==> config.mk <==
export PLATFORM = sky130hd
export DESIGN_NAME = alu_arb_ctrl
export DESIGN_NICKNAME = d
export VERILOG_FILES = /design/src/rtl/alu_pkg.sv /design/src/rtl/alu_rr_pick.sv /design/src/rtl/alu_arb_ctrl.sv
export SDC_FILE = /design/constraint.sdc
export NUM_CORES = 1
export LEC_CHECK = 0
export CAP_MARGIN = 20
export CORE_UTILIZATION = 50
export DETAILED_ROUTE_END_ITERATION = 12
export GPL_ROUTABILITY_DRIVEN = 0
export PLACE_DENSITY_LB_ADDON = 0.08
export SLEW_MARGIN = 20
export SYNTH_ARGS = -nofsm -noshare
export SYNTH_HDL_FRONTEND = slang
export SYNTH_HIERARCHICAL = 1
export SYNTH_SLANG_ARGS = --single-unit
==> constraint.sdc <==
create_clock -name clk -period 7.9 [get_ports clk]
set_clock_uncertainty 0.1 [all_clocks]
set_input_delay 1.185 -clock clk [delete_from_list [all_inputs] [get_ports clk]]
set_output_delay 1.185 -clock clk [all_outputs]
set_load 0.01 [all_outputs]
==> src/rtl/alu_pkg.sv <==
// Shared types, constants and the non-divide ALU function for the arbitrated ALU controller.
package alu_pkg;

  localparam int unsigned ALU_W      = 4;
  localparam int unsigned ALU_RES_W  = 5;
  localparam int unsigned DIV_CYCLES = 4;

  typedef enum logic [2:0] {
    OpAdd  = 3'b000,
    OpSub  = 3'b001,
    OpDiv  = 3'b010,
    OpLand = 3'b011,
    OpAnd  = 3'b100,
    OpOr   = 3'b101,
    OpNand = 3'b110,
    OpXnor = 3'b111
  } alu_op_e;

  typedef enum logic [1:0] {
    StIdle,
    StExec,
    StResp
  } alu_state_e;

  // Single-cycle ops; the divider is sequenced separately by the controller.
  function automatic logic [ALU_RES_W-1:0] alu_simple(input alu_op_e op,
                                                      input logic [ALU_W-1:0] a,
                                                      input logic [ALU_W-1:0] b);
    logic [ALU_RES_W-1:0] res;
    res = '0;
    case (op)
      OpAdd:   res = {1'b0, a} + {1'b0, b};
      OpSub:   res = {1'b0, a} - {1'b0, b};
      OpLand:  res = {4'b0000, (a != '0) && (b != '0)};
      OpAnd:   res = {1'b0, a & b};
      OpOr:    res = {1'b0, a | b};
      OpNand:  res = {1'b0, ~(a & b)};
      OpXnor:  res = {1'b0, ~(a ^ b)};
      default: res = '0;
    endcase
    return res;
  endfunction

endpackage

==> src/rtl/alu_rr_pick.sv <==
// Combinational round-robin picker: first set request after the last grant, wrapping.
module alu_rr_pick #(
  parameter int unsigned NREQ = 4,
  parameter int unsigned IDW  = $clog2(NREQ)
) (
  input  logic [NREQ-1:0] req,
  input  logic [IDW-1:0]  last,
  output logic [NREQ-1:0] gnt,
  output logic [IDW-1:0]  idx,
  output logic            any
);

  always_comb begin
    int unsigned j;
    j   = 0;
    gnt = '0;
    idx = '0;
    any = 1'b0;
    for (int unsigned i = 1; i <= NREQ; i++) begin
      j = (32'(last) + i) % NREQ;
      if (!any && req[j]) begin
        any    = 1'b1;
        gnt[j] = 1'b1;
        idx    = IDW'(j);
      end
    end
  end

endmodule

==> src/rtl/alu_arb_ctrl.sv <==
// Round-robin arbitrated 4-bit ALU with a restoring divider and one tagged response channel.
// Optional ALU_ARB_DIVZ_EN: divide-by-zero short-cuts to rsp_y = 0 and raises rsp_err.
module alu_arb_ctrl
  import alu_pkg::*;
#(
  parameter int unsigned NREQ = 4,
  parameter int unsigned IDW  = $clog2(NREQ)
) (
  input  logic                   clk,
  input  logic                   rst,
  input  logic [NREQ-1:0]        req_valid,
  output logic [NREQ-1:0]        req_ready,
  input  logic [3*NREQ-1:0]      req_sel,
  input  logic [4*NREQ-1:0]      req_a,
  input  logic [4*NREQ-1:0]      req_b,
  output logic                   rsp_valid,
  input  logic                   rsp_ready,
  output logic [ALU_RES_W-1:0]   rsp_y,
  output logic [IDW-1:0]         rsp_id
`ifdef ALU_ARB_DIVZ_EN
  ,
  output logic                   rsp_err
`endif
);

  localparam int unsigned CNT_W = $clog2(DIV_CYCLES);

  alu_state_e           state_q, state_d;
  logic [IDW-1:0]       last_q, last_d;
  alu_op_e              op_q, op_d;
  logic [ALU_W-1:0]     a_q, a_d, b_q, b_d;
  logic [ALU_W-1:0]     rem_q, rem_d, quo_q, quo_d;
  logic [CNT_W-1:0]     cnt_q, cnt_d;
  logic [ALU_RES_W-1:0] y_q, y_d;
  logic [IDW-1:0]       id_q, id_d;
`ifdef ALU_ARB_DIVZ_EN
  logic                 err_q, err_d;
`endif

  logic [NREQ-1:0]      pick_gnt;
  logic [IDW-1:0]       pick_idx;
  logic                 pick_any;
  logic [2:0]           win_sel;
  logic [ALU_W-1:0]     win_a, win_b;

  logic [ALU_W:0]       div_shift;
  logic [ALU_W+1:0]     div_diff;
  logic                 div_ge;
  logic [ALU_W-1:0]     rem_next, quo_next;

  alu_rr_pick #(
    .NREQ (NREQ),
    .IDW  (IDW)
  ) u_pick (
    .req  (req_valid),
    .last (last_q),
    .gnt  (pick_gnt),
    .idx  (pick_idx),
    .any  (pick_any)
  );

  // One-hot OR-mux of the winner's operation fields.
  always_comb begin
    win_sel = '0;
    win_a   = '0;
    win_b   = '0;
    for (int i = 0; i < int'(NREQ); i++) begin
      if (pick_gnt[i]) begin
        win_sel = win_sel | req_sel[3*i +: 3];
        win_a   = win_a | req_a[4*i +: 4];
        win_b   = win_b | req_b[4*i +: 4];
      end
    end
  end

  // Restoring divide step: quo_q shifts dividend bits out the top, quotient bits in the bottom.
  always_comb begin
    div_shift = {rem_q, quo_q[ALU_W-1]};
    div_diff  = {1'b0, div_shift} - {2'b00, b_q};
    div_ge    = ~div_diff[ALU_W+1];
    rem_next  = div_ge ? div_diff[ALU_W-1:0] : div_shift[ALU_W-1:0];
    quo_next  = {quo_q[ALU_W-2:0], div_ge};
  end

  always_comb begin
    state_d   = state_q;
    last_d    = last_q;
    op_d      = op_q;
    a_d       = a_q;
    b_d       = b_q;
    rem_d     = rem_q;
    quo_d     = quo_q;
    cnt_d     = cnt_q;
    y_d       = y_q;
    id_d      = id_q;
`ifdef ALU_ARB_DIVZ_EN
    err_d     = err_q;
`endif
    req_ready = '0;

    case (state_q)
      StIdle: begin
        if (pick_any) begin
          req_ready = pick_gnt;
          last_d    = pick_idx;
          id_d      = pick_idx;
          op_d      = alu_op_e'(win_sel);
          a_d       = win_a;
          b_d       = win_b;
          rem_d     = '0;
          quo_d     = win_a;
          cnt_d     = '0;
`ifdef ALU_ARB_DIVZ_EN
          err_d     = 1'b0;
`endif
          state_d   = StExec;
        end
      end
      StExec: begin
`ifdef ALU_ARB_DIVZ_EN
        if (op_q == OpDiv && b_q == '0) begin
          y_d     = '0;
          err_d   = 1'b1;
          state_d = StResp;
        end else
`endif
        if (op_q == OpDiv) begin
          rem_d = rem_next;
          quo_d = quo_next;
          cnt_d = cnt_q + 1'b1;
          if (cnt_q == CNT_W'(DIV_CYCLES - 1)) begin
            y_d     = {1'b0, quo_next};
            state_d = StResp;
          end
        end else begin
          y_d     = alu_simple(op_q, a_q, b_q);
          state_d = StResp;
        end
      end
      StResp: begin
        if (rsp_ready) state_d = StIdle;
      end
      default: state_d = StIdle;
    endcase
  end

  always_ff @(posedge clk or posedge rst) begin
    if (rst) begin
      state_q <= StIdle;
      last_q  <= IDW'(NREQ - 1);
      op_q    <= OpAdd;
      a_q     <= '0;
      b_q     <= '0;
      rem_q   <= '0;
      quo_q   <= '0;
      cnt_q   <= '0;
      y_q     <= '0;
      id_q    <= '0;
`ifdef ALU_ARB_DIVZ_EN
      err_q   <= 1'b0;
`endif
    end else begin
      state_q <= state_d;
      last_q  <= last_d;
      op_q    <= op_d;
      a_q     <= a_d;
      b_q     <= b_d;
      rem_q   <= rem_d;
      quo_q   <= quo_d;
      cnt_q   <= cnt_d;
      y_q     <= y_d;
      id_q    <= id_d;
`ifdef ALU_ARB_DIVZ_EN
      err_q   <= err_d;
`endif
    end
  end

  assign rsp_valid = (state_q == StResp);
  assign rsp_y     = y_q;
  assign rsp_id    = id_q;
`ifdef ALU_ARB_DIVZ_EN
  assign rsp_err   = err_q;
`endif

endmodule

After elaboration in Yosys (flattened, before gate mapping). Cells that the tools add are included.

Add/subtract/negate cells: 8. $mul: 0. Divide/modulo/power cells: 0. Order comparisons: 8. Equal/unequal tests: 15. Shifts and indexed selects: 0. Muxes and demuxes: 60. Bitwise logic cells: 18. Reduce and logical (&&, ||, !) cells: 20.

Operators by type and width (number): 4-bit two-way mux (19); 4-bit OR (10); 5-bit case mux with 7 select lines (1); 2-bit two-way mux (10); 4-bit case mux with 2 select lines (2); 3-bit == test (second input constant) (4); 2-bit by 3-bit less-than comparator with 1-bit output (second input constant) (4); 1-bit two-way mux (12); 3-bit two-way mux (4); 5-bit two-way mux (2); 3-bit OR (3); 1-bit binary-select mux with 2-bit select (4); 1-bit demux with 2-bit select (4); 2-bit by 1-bit greater-or-equal comparator with 1-bit output (second input constant) (4); 1-bit logical AND (8); 4-bit NOT (2); 4-bit nonzero test (2); 2-bit by 1-bit adder with 2-bit output (second input constant) (3); 3-bit by 2-bit == test with 1-bit output (second input constant) (2); 2-bit case mux with 3 select lines (1); 3-bit AND reduction (2); 5-bit by 4-bit subtractor with 6-bit output (1); 4-bit by 4-bit adder with 5-bit output (1); 4-bit by 4-bit subtractor with 5-bit output (1); other kinds (16) (23).

Register bits after elaboration: 32. Bits in latches: 0. Bits in writable memories: 0. Bits in read-only memories: 0. Bits of input ports: 51. Output and inout bits: 12. Word-level logic and storage cells: 139. Memories kept: 0.

Logic depth before layout (Yosys ltp). Gate-level depths: netlist of the first run.

Word-level depth: 22. Depth in mapped cells: 14. Gate-level depth less buffers: 10.

Modules after synthesis. Netlist of the first run, hierarchy kept.

Modules (own cells, without submodules): alu_arb_ctrl (instances 1, cells each 248, area an instance 2262.2 um2); alu_rr_pick (instances 1, cells each 86, area an instance 629.4 um2).

Worst setup path before layout of the first run. OpenSTA, ideal clock, no wires.

Path type: input -> output. Start point: in req_valid[1]. End point: out req_ready[3]. Arrival: 2.970 ns. Required time: 6.615 ns. Setup slack: 3.645 ns. Stages: 7. Buffers on the path: 2. Path through: buf_2 -> mux4_2 -> or3_1 -> a21oi_1 -> a2111o_1 -> clkbuf_1 -> and2_1.

Cells in the longest elaborated chain, start to end: 14. Elaborated cells between the ends (all ways): 27.

Ends and longest elaborated chain: start, declared (RTL line alu_arb_ctrl.sv:11) `input logic [NREQ-1:0] req_valid,`; 1-bit binary-select mux with 2-bit select (RTL line alu_rr_pick.sv:21) `if (!any && req[j]) begin`; 1-bit two-way mux (not written as such) (RTL line alu_rr_pick.sv:21); 1-bit two-way mux (RTL line alu_rr_pick.sv:21); 1-bit logical NOT (RTL line alu_rr_pick.sv:21); 1-bit logical AND (RTL line alu_rr_pick.sv:21); 1-bit two-way mux (RTL line alu_rr_pick.sv:21); 1-bit logical NOT (RTL line alu_rr_pick.sv:21); 1-bit logical AND (RTL line alu_rr_pick.sv:21); 1-bit two-way mux (RTL line alu_rr_pick.sv:21); 1-bit logical NOT (RTL line alu_rr_pick.sv:21); 1-bit logical AND (RTL line alu_rr_pick.sv:21); 4-bit two-way mux * (RTL line alu_rr_pick.sv:21); named net pick_gnt[3] (RTL line alu_arb_ctrl.sv:40) `logic [NREQ-1:0] pick_gnt;`; 4-bit two-way mux * (RTL line alu_arb_ctrl.sv:103) `if (pick_any) begin`; 4-bit two-way mux * (RTL line alu_arb_ctrl.sv:101) `case (state_q)`; end, declared (RTL line alu_arb_ctrl.sv:12) `output logic [NREQ-1:0] req_ready,`.

The timed path passes the listed nets; every way through them passes the cells marked *. The select of a mux whose other input is x is not followed.

Final worst setup path of the first run.
Start point: in req_valid[0]. End point: out req_ready[3].

Same word-level chain as after synthesis.

==> results of run 1 <==
cells in the final DEF (no fill, tap or decap), types with 14 or more instances in the layout:
| cell type | count |
|---|---|
| sky130_fd_sc_hd__nand2_1 | 25 |
| sky130_fd_sc_hd__clkdlybuf4s50_1 | 62 |
| sky130_fd_sc_hd__dfrtp_1 | 30 |
| sky130_fd_sc_hd__a31oi_1 | 16 |
| sky130_fd_sc_hd__a22oi_1 | 20 |
| sky130_fd_sc_hd__ha_1 | 26 |
| sky130_fd_sc_hd__nor2_1 | 23 |
| sky130_fd_sc_hd__a21oi_1 | 16 |
| sky130_fd_sc_hd__o21ai_0 | 14 |
| sky130_fd_sc_hd__inv_1 | 24 |
worst register-to-register path: cells and delay by family (launching register included):
family          cells  cell delay (ns)
buf+inv             2             0.42
flops               1             0.80
simple gates        2             0.71
fa+ha+maj           1             0.54
compound gates      5             1.09
per-stage QoR:
step	area, sq um	util (%)
floorplan	2890	-
global placement	3510	63.3
detailed placement	3510	63.3
CTS	3620	65.3
global route	3620	65.3
finish	3620	65.3
area by class of cell:
type                    count  area [sq um]  share of cell area (%)
inverters                  24          90.1                    2.49
well taps                  72          90.1                    2.49
multi-input cells         257          1890                    52.2
repair buffers             64           636                    17.6
clock inverters             3          42.5                    1.18
flip-flops and latches     32           803                    22.2
clock buffers               5          68.8                    1.90
power by group:
group | internal (W) | leakage (nW) | switching (W) | total (W)
combinational | 0.000454 | 1.08 | 0.000553 | 0.00101
sequential | 0.000244 | 0.389 | 0.000126 | 0.000371
clock | 0.0000933 | 0.0541 | 0.0000637 | 0.000157
total | 0.000792 | 1.53 | 0.000743 | 0.00154
per-layer routing:
layer,global-route usage (%),part of all wire (%),vias to the layer above
met5,0,0,-
met2,45.7,51,71
met3,4.42,4.4,8
li1,-,-,1341
met1,32.6,44,1316
met4,5.93,1.0,0
sequential cells by signal, indices dropped and copies added (netlist names):
register,count
a_q,4
b_q,4
cnt_q,2
last_q,2
op_q,3
quo_q,4
rem_q,4
rsp_id,2
rsp_y,5
state_q,2
synth_stat cells, types with 4 or more instances:
master / count / area, sq um
sky130_fd_sc_hd__ha_1: 26 / 325
sky130_fd_sc_hd__a22oi_1: 20 / 150
sky130_fd_sc_hd__inv_1: 24 / 90.1
sky130_fd_sc_hd__clkbuf_1: 13 / 48.8
sky130_fd_sc_hd__nand2_1: 25 / 93.8
sky130_fd_sc_hd__a21oi_1: 16 / 80.1
sky130_fd_sc_hd__o21ai_0: 14 / 70.1
sky130_fd_sc_hd__and2_1: 4 / 25.0
sky130_fd_sc_hd__or3_1: 4 / 25.0
sky130_fd_sc_hd__nand3_1: 9 / 45.0
sky130_fd_sc_hd__mux2i_1: 8 / 80.1
sky130_fd_sc_hd__xor2_1: 4 / 35.0
sky130_fd_sc_hd__a211oi_1: 4 / 30.0
sky130_fd_sc_hd__buf_2: 4 / 20.0
sky130_fd_sc_hd__nand4_1: 8 / 50.1
sky130_fd_sc_hd__dfrtp_1: 30 / 751
sky130_fd_sc_hd__a31oi_1: 16 / 100
sky130_fd_sc_hd__xnor2_1: 5 / 43.8
sky130_fd_sc_hd__nor2_1: 23 / 86.3
sky130_fd_sc_hd__o31ai_1: 7 / 52.6
sky130_fd_sc_hd__nand2b_1: 4 / 25.0
sky130_fd_sc_hd__a2111o_1: 4 / 45.0
sky130_fd_sc_hd__nand3b_1: 4 / 30.0
sky130_fd_sc_hd__nor2b_1: 4 / 25.0
logic make-up after synthesis:
family | synth area share, %
compound gates | 26.1
simple gates | 19.1
buf+inv | 6.92
flops | 27.8
fa+ha+maj | 12.6
mux | 4.72
xor+xnor | 2.73
final timing paths:
check                      cells after the start                     end  slack (ns)
hold / removal                                 2   rsp_id[0]$_DFFE_PP0P_        0.39
max in group asynchronous                      3   last_q[0]$_DFFE_PP1P_        6.21
hold reg to reg                                2   rsp_id[0]$_DFFE_PP0P_        0.39
setup reg to reg                              10    quo_q[3]$_DFFE_PP0P_        4.12
setup / recovery                               7            req_ready[3]        2.47
min in group asynchronous                      3  state_q[0]$_DFFE_PP0P_        1.17
==> results.md, run 1 <==
* Total CTS buffers at 5
* Slew at the pin closest to its max-slew limit at 0.668 ns
* Async SR Flop Fraction at 100%
* Period Utilization, post-route at 68.8%
* Unrepaired setup endpoints after global routing: no
* Global-route wire length before repair at 12.4 mm
* Via count of the first global-routing pass at 2596
* Min-Delay Path Class: reg -> reg
* Leakage power figure at 1.53 nW
* Seq/Total Area, Yosys at 27.8%
* Worst reg2reg startpoint: last_q[0]$_DFFE_PP1P_
* Worst path most repeated cell: sky130_fd_sc_hd__clkdlybuf4s50_1
* Post-synthesis average cell area at 8.66 sq um
* Result of the run: complete, no violations
* Peak Freq at 0.184 GHz
* Startpoint type of the worst setup path: input port
* Pre-antenna DRT Iters at 4
* Worst-path cell with the longest stage delay: sky130_fd_sc_hd__mux4_2
* Site Rows at 27
* Final Hold Vio Count at 0
* Number of placed I/O pins at 63
* Worst path arrival time at 4.15 ns
* Effective utilization at floorplan at 52.2%
* Avg Vias per Cell at 5.99
* Critical path's top delay family: buffers and inverters
* Netlist area before placement at 2890 sq um
* Relative area change from synthesis to final layout at 25.1%
* Number of enable flip-flop cells after synthesis at 0
* Layout Cells excl Fill at 457
* Hold bufs inserted after CTS at 0
* Hold Worst Slack at 0.388 ns
* Latest clock arrival within the worst-skew pair at 0.29 ns
* Count of different cell masters after synthesis at 60
* Setup violations, final at 0
* Slew headroom at 55.5%
* Clock Sinks at 32
* Overall die area at 6090 sq um
* Total Routed Length at 7.42 mm
* Cell chosen for the clock root: sky130_fd_sc_hd__clkbuf_8
* Die H at 78.0 microns
* P per Cell Area at 424 nW/um^2
* Worst path bufs/invs at 2
* Count of input and output buffers at 62
* Slew Viols, Final at 0
* Wire per inst at 16.2 microns
* Post-DP HPWL at 5.66 mm
* Inst Count DP at 449
* Classification of the worst setup path: in -> out
* GRT Residual Overflow at 0
* CTS tree: built
* Critical path required time at 6.61 ns
* Total number of vias at 2736
* Final TNS setup at 0 ns
* Delay of the slowest critical-path stage at 0.69 ns
* Chain of cells forming the critical path: clkdlybuf4s50_1, mux4_2, or3_1, a21oi_1, a2111o_1, and2_1, clkdlybuf4s50_1
* GRT Util Overall at 25.8%
* Detailed Route Iter0 Violations at 153
* Clock-pin slew on the worst setup and hold paths at 0.07 ns
* Setup Slack @ Placement at 2.49 ns
* Count of mapped cells out of synthesis at 334
* Peak supply drop at 0.208 mV
* Fillcell total at 470
* DRC viols at 0
* Start point of the critical path: req_valid[0]
* Critical hold path startpoint: rsp_id[0]$_DFFE_PP0P_
* Core ar. at 5540 sq um
* Worst-path maximum fanout at 16
* Pin count of the biggest net entering global routing at 33
* Layout Nets at 463
* Flip-flop and latch count after synthesis at 32
* DIE WIDTH at 78.0 microns
* Clock H-tree levels at 2
* # diodes at 0
* Residual antenna-violating net count after detailed routing at 0
* Buffer count from post-CTS setup fixing at 0
* Min setup slack post-route at 2.47 ns
* Final critical delay including setup and external delays at 5.43 ns
* Endpoint kind of the worst setup timing path: output port
* Number of nets produced by synthesis at 413
* Antenna violations before repair at 0
* Ratio of cells with drive above 1 in the final layout at 5.97%
* CTS max path bufs at 2
* Main synth FF type: sky130_fd_sc_hd__dfrtp_1
* Yosys warns at 6
* Max Cap Viol at 0
* Resized Gates After CTS at 0
* Total power of the final layout at 0.00154 W
(Power assumes the default switching activity.)
==> inputs of run 2 (changes only) <==
==> constraint.sdc (replaced) <==
create_clock -name clk -period 5.6 [get_ports clk]
set_clock_uncertainty 0.1 [all_clocks]
set_input_delay 0.84 -clock clk [delete_from_list [all_inputs] [get_ports clk]]
set_output_delay 0.84 -clock clk [all_outputs]
set_load 0.01 [all_outputs]
==> results.md, run 2 (synthesized netlist as in run 1, its figures left out) <==
* Result of the run: complete, no violations
* Resized Gates After CTS at 0
* Critical hold path startpoint: rsp_y[2]$_DFFE_PP0P_
* Peak Freq at 0.211 GHz
* Final critical delay including setup and external delays at 4.73 ns
* Effective utilization at floorplan at 52.2%
* Critical path required time at 4.66 ns
* CTS tree: built
* Latest clock arrival within the worst-skew pair at 0.29 ns
* Site Rows at 27
* P per Cell Area at 588 nW/um^2
* Psw at 0.00104 W
* Post-DP HPWL at 5.70 mm
* Clock Sinks at 32
* Setup violations, final at 0
* Chain of cells forming the critical path: clkdlybuf4s50_1, mux4_2, or3_1, a21oi_1, a2111o_1, and2_1, clkdlybuf4s50_1
* Worst-path cell with the longest stage delay: sky130_fd_sc_hd__mux4_2
* Final TNS setup at 0 ns
* Clock H-tree levels at 2
* Startpoint type of the worst setup path: input port
* Antenna violations before repair at 0
* Final Hold Vio Count at 0
* Residual antenna-violating net count after detailed routing at 0
* Cell chosen for the clock root: sky130_fd_sc_hd__clkbuf_8
* Slew headroom at 56.7%
* Total number of vias at 2748
* Leakage power figure at 1.51 nW
* Global-route wire length before repair at 12.3 mm
* Overall die area at 6090 sq um
* Detailed Route Iter0 Violations at 168
* Ratio of cells with drive above 1 in the final layout at 5.97%
* Internal power summed over all cells at 0.00107 W
* Worst reg2reg startpoint: last_q[0]$_DFFE_PP1P_
* Buffer count from post-CTS setup fixing at 0
* Clock network power share at 8.5%
* Die H at 78.0 microns
* DIE WIDTH at 78.0 microns
* Flip-flop and latch area at 803 sq um
* Hold bufs inserted after CTS at 0
* # diodes at 0
* Start point of the critical path: req_valid[0]
* Via count of the first global-routing pass at 2638
* Reg-to-reg critical path endpoint: quo_q[3]$_DFFE_PP0P_
* GRT Util Overall at 25.2%
* Min-Delay Path Class: reg -> reg
* Worst-path maximum fanout at 16
* Number of placed I/O pins at 63
* Total Routed Length at 7.27 mm
* Delay of the slowest critical-path stage at 0.69 ns
* Combinational group share of total power at 67.0%
* Endpoint kind of the worst setup timing path: output port
* Total CTS buffers at 5
* Total power of the final layout at 0.00212 W
* Wire per inst at 15.9 microns
* Proportion of total power due to net switching at 49.3%
* Layout Nets at 463
* R2R depth at 10
* Peak supply drop at 0.331 mV
* Pin count of the biggest net entering global routing at 33
* Worst setup path endpoint: req_ready[3]
* Area of the multi-input gates at 1890 sq um
* Leading cell type in the layout, fill and taps excluded: sky130_fd_sc_hd__clkdlybuf4s50_1
* Max Cap Viol at 0
* Slew at the pin closest to its max-slew limit at 0.649 ns
* Unrepaired setup endpoints after global routing: no
* Fillcell total at 492
* Worst path most repeated cell: sky130_fd_sc_hd__clkdlybuf4s50_1
* Number of flip-flops in the largest register at 5
* Avg Vias per Cell at 6.01
* Slew Viols, Final at 0
* Core ar. at 5540 sq um
* Relative area change from synthesis to final layout at 24.5%
* Part of the power in registers at 24.5%
* Clock-pin slew on the worst setup and hold paths at 0.07 ns
* Most used cells in the layout excluding fill and tap cells: sky130_fd_sc_hd__clkdlybuf4s50_1, sky130_fd_sc_hd__dfrtp_1, sky130_fd_sc_hd__ha_1, sky130_fd_sc_hd__nand2_1, sky130_fd_sc_hd__inv_1
* Slack of the worst reg-to-reg path at 1.90 ns
* CTS max path bufs at 2
* Fin area at 3600 sq um
* Dpl cell area at 3510 sq um
* Worst path arrival time at 3.79 ns
* DRC viols at 0
* Classification of the worst setup path: in -> out
* Period Utilization, post-route at 84.5%
* GRT Residual Overflow at 0
* Pre-antenna DRT Iters at 4
* Count of input and output buffers at 62
[run 2: changes by cell type in the layout (fill, tap and decap cells not counted), sizes merged]
| cell | change |
|---|---|
| clkinvlp | +1 |
| bufinv | -1 |
[run 2: power groups by stage]
stage	clock [W]	combinational, W	sequential (W)
3_3_place_gp	0	0.00137	0.000517
6_report	0.000179	0.00142	0.000519
4_1_cts	0.000184	0.00142	0.000518
3_5_place_dp	0	0.00141	0.000522
2_1_floorplan	0	0.00112	0.000444
5_1_grt	0.000191	0.00160	0.000538
[run 2: per-stage QoR]
step	hold WS, ns	util (%)	std cells	setup slack [ns]
2_1_floorplan	0.367	-	334	1.83
3_3_place_gp	0.365	63.3	449	0.961
3_5_place_dp	0.362	63.3	449	0.887
4_1_cts	0.392	65.0	457	0.884
5_1_grt	0.424	65.0	457	0.665
6_report	0.390	65.0	457	0.869
[run 2: cell type report]
type / count / share of cell area, %
timing repair buffer: 64 / 17.7
sequential: 32 / 22.3
multi-input combinational: 257 / 52.5
clock inverter: 3 / 0.660
clock buffer: 5 / 1.91
inverter: 24 / 2.50
tap: 72 / 2.50
[run 2: routing by layer]
layer,global-route usage (%),part of all wire [%],vias to the layer above
li1,-,-,1347
met1,32.7,43,1307
met2,44.6,51,81
met3,3.37,4.7,13
met4,5.56,1.3,0
met5,0,0,-
[run 2: worst min-delay path by stage]
| stage | to | cells past startpoint | slack, ns |
|---|---|---|---|
| floorplan | cnt_q[0]$_DFFE_PP0P_ | 1 | 0.37 |
| global placement | rsp_id[1]$_DFFE_PP0P_ | 2 | 0.37 |
| detailed placement | rsp_id[0]$_DFFE_PP0P_ | 2 | 0.36 |
| CTS | rsp_y[2]$_DFFE_PP0P_ | 2 | 0.39 |
| global route | rsp_id[1]$_DFFE_PP0P_ | 2 | 0.42 |
| finish | rsp_y[2]$_DFFE_PP0P_ | 2 | 0.39 |
[run 2: worst max-delay path: cells and delay by family]
family	cells	cell delay (ns)
compound gates	2	0.56
buf+inv	2	1.12
simple gates	2	0.58
mux	1	0.69
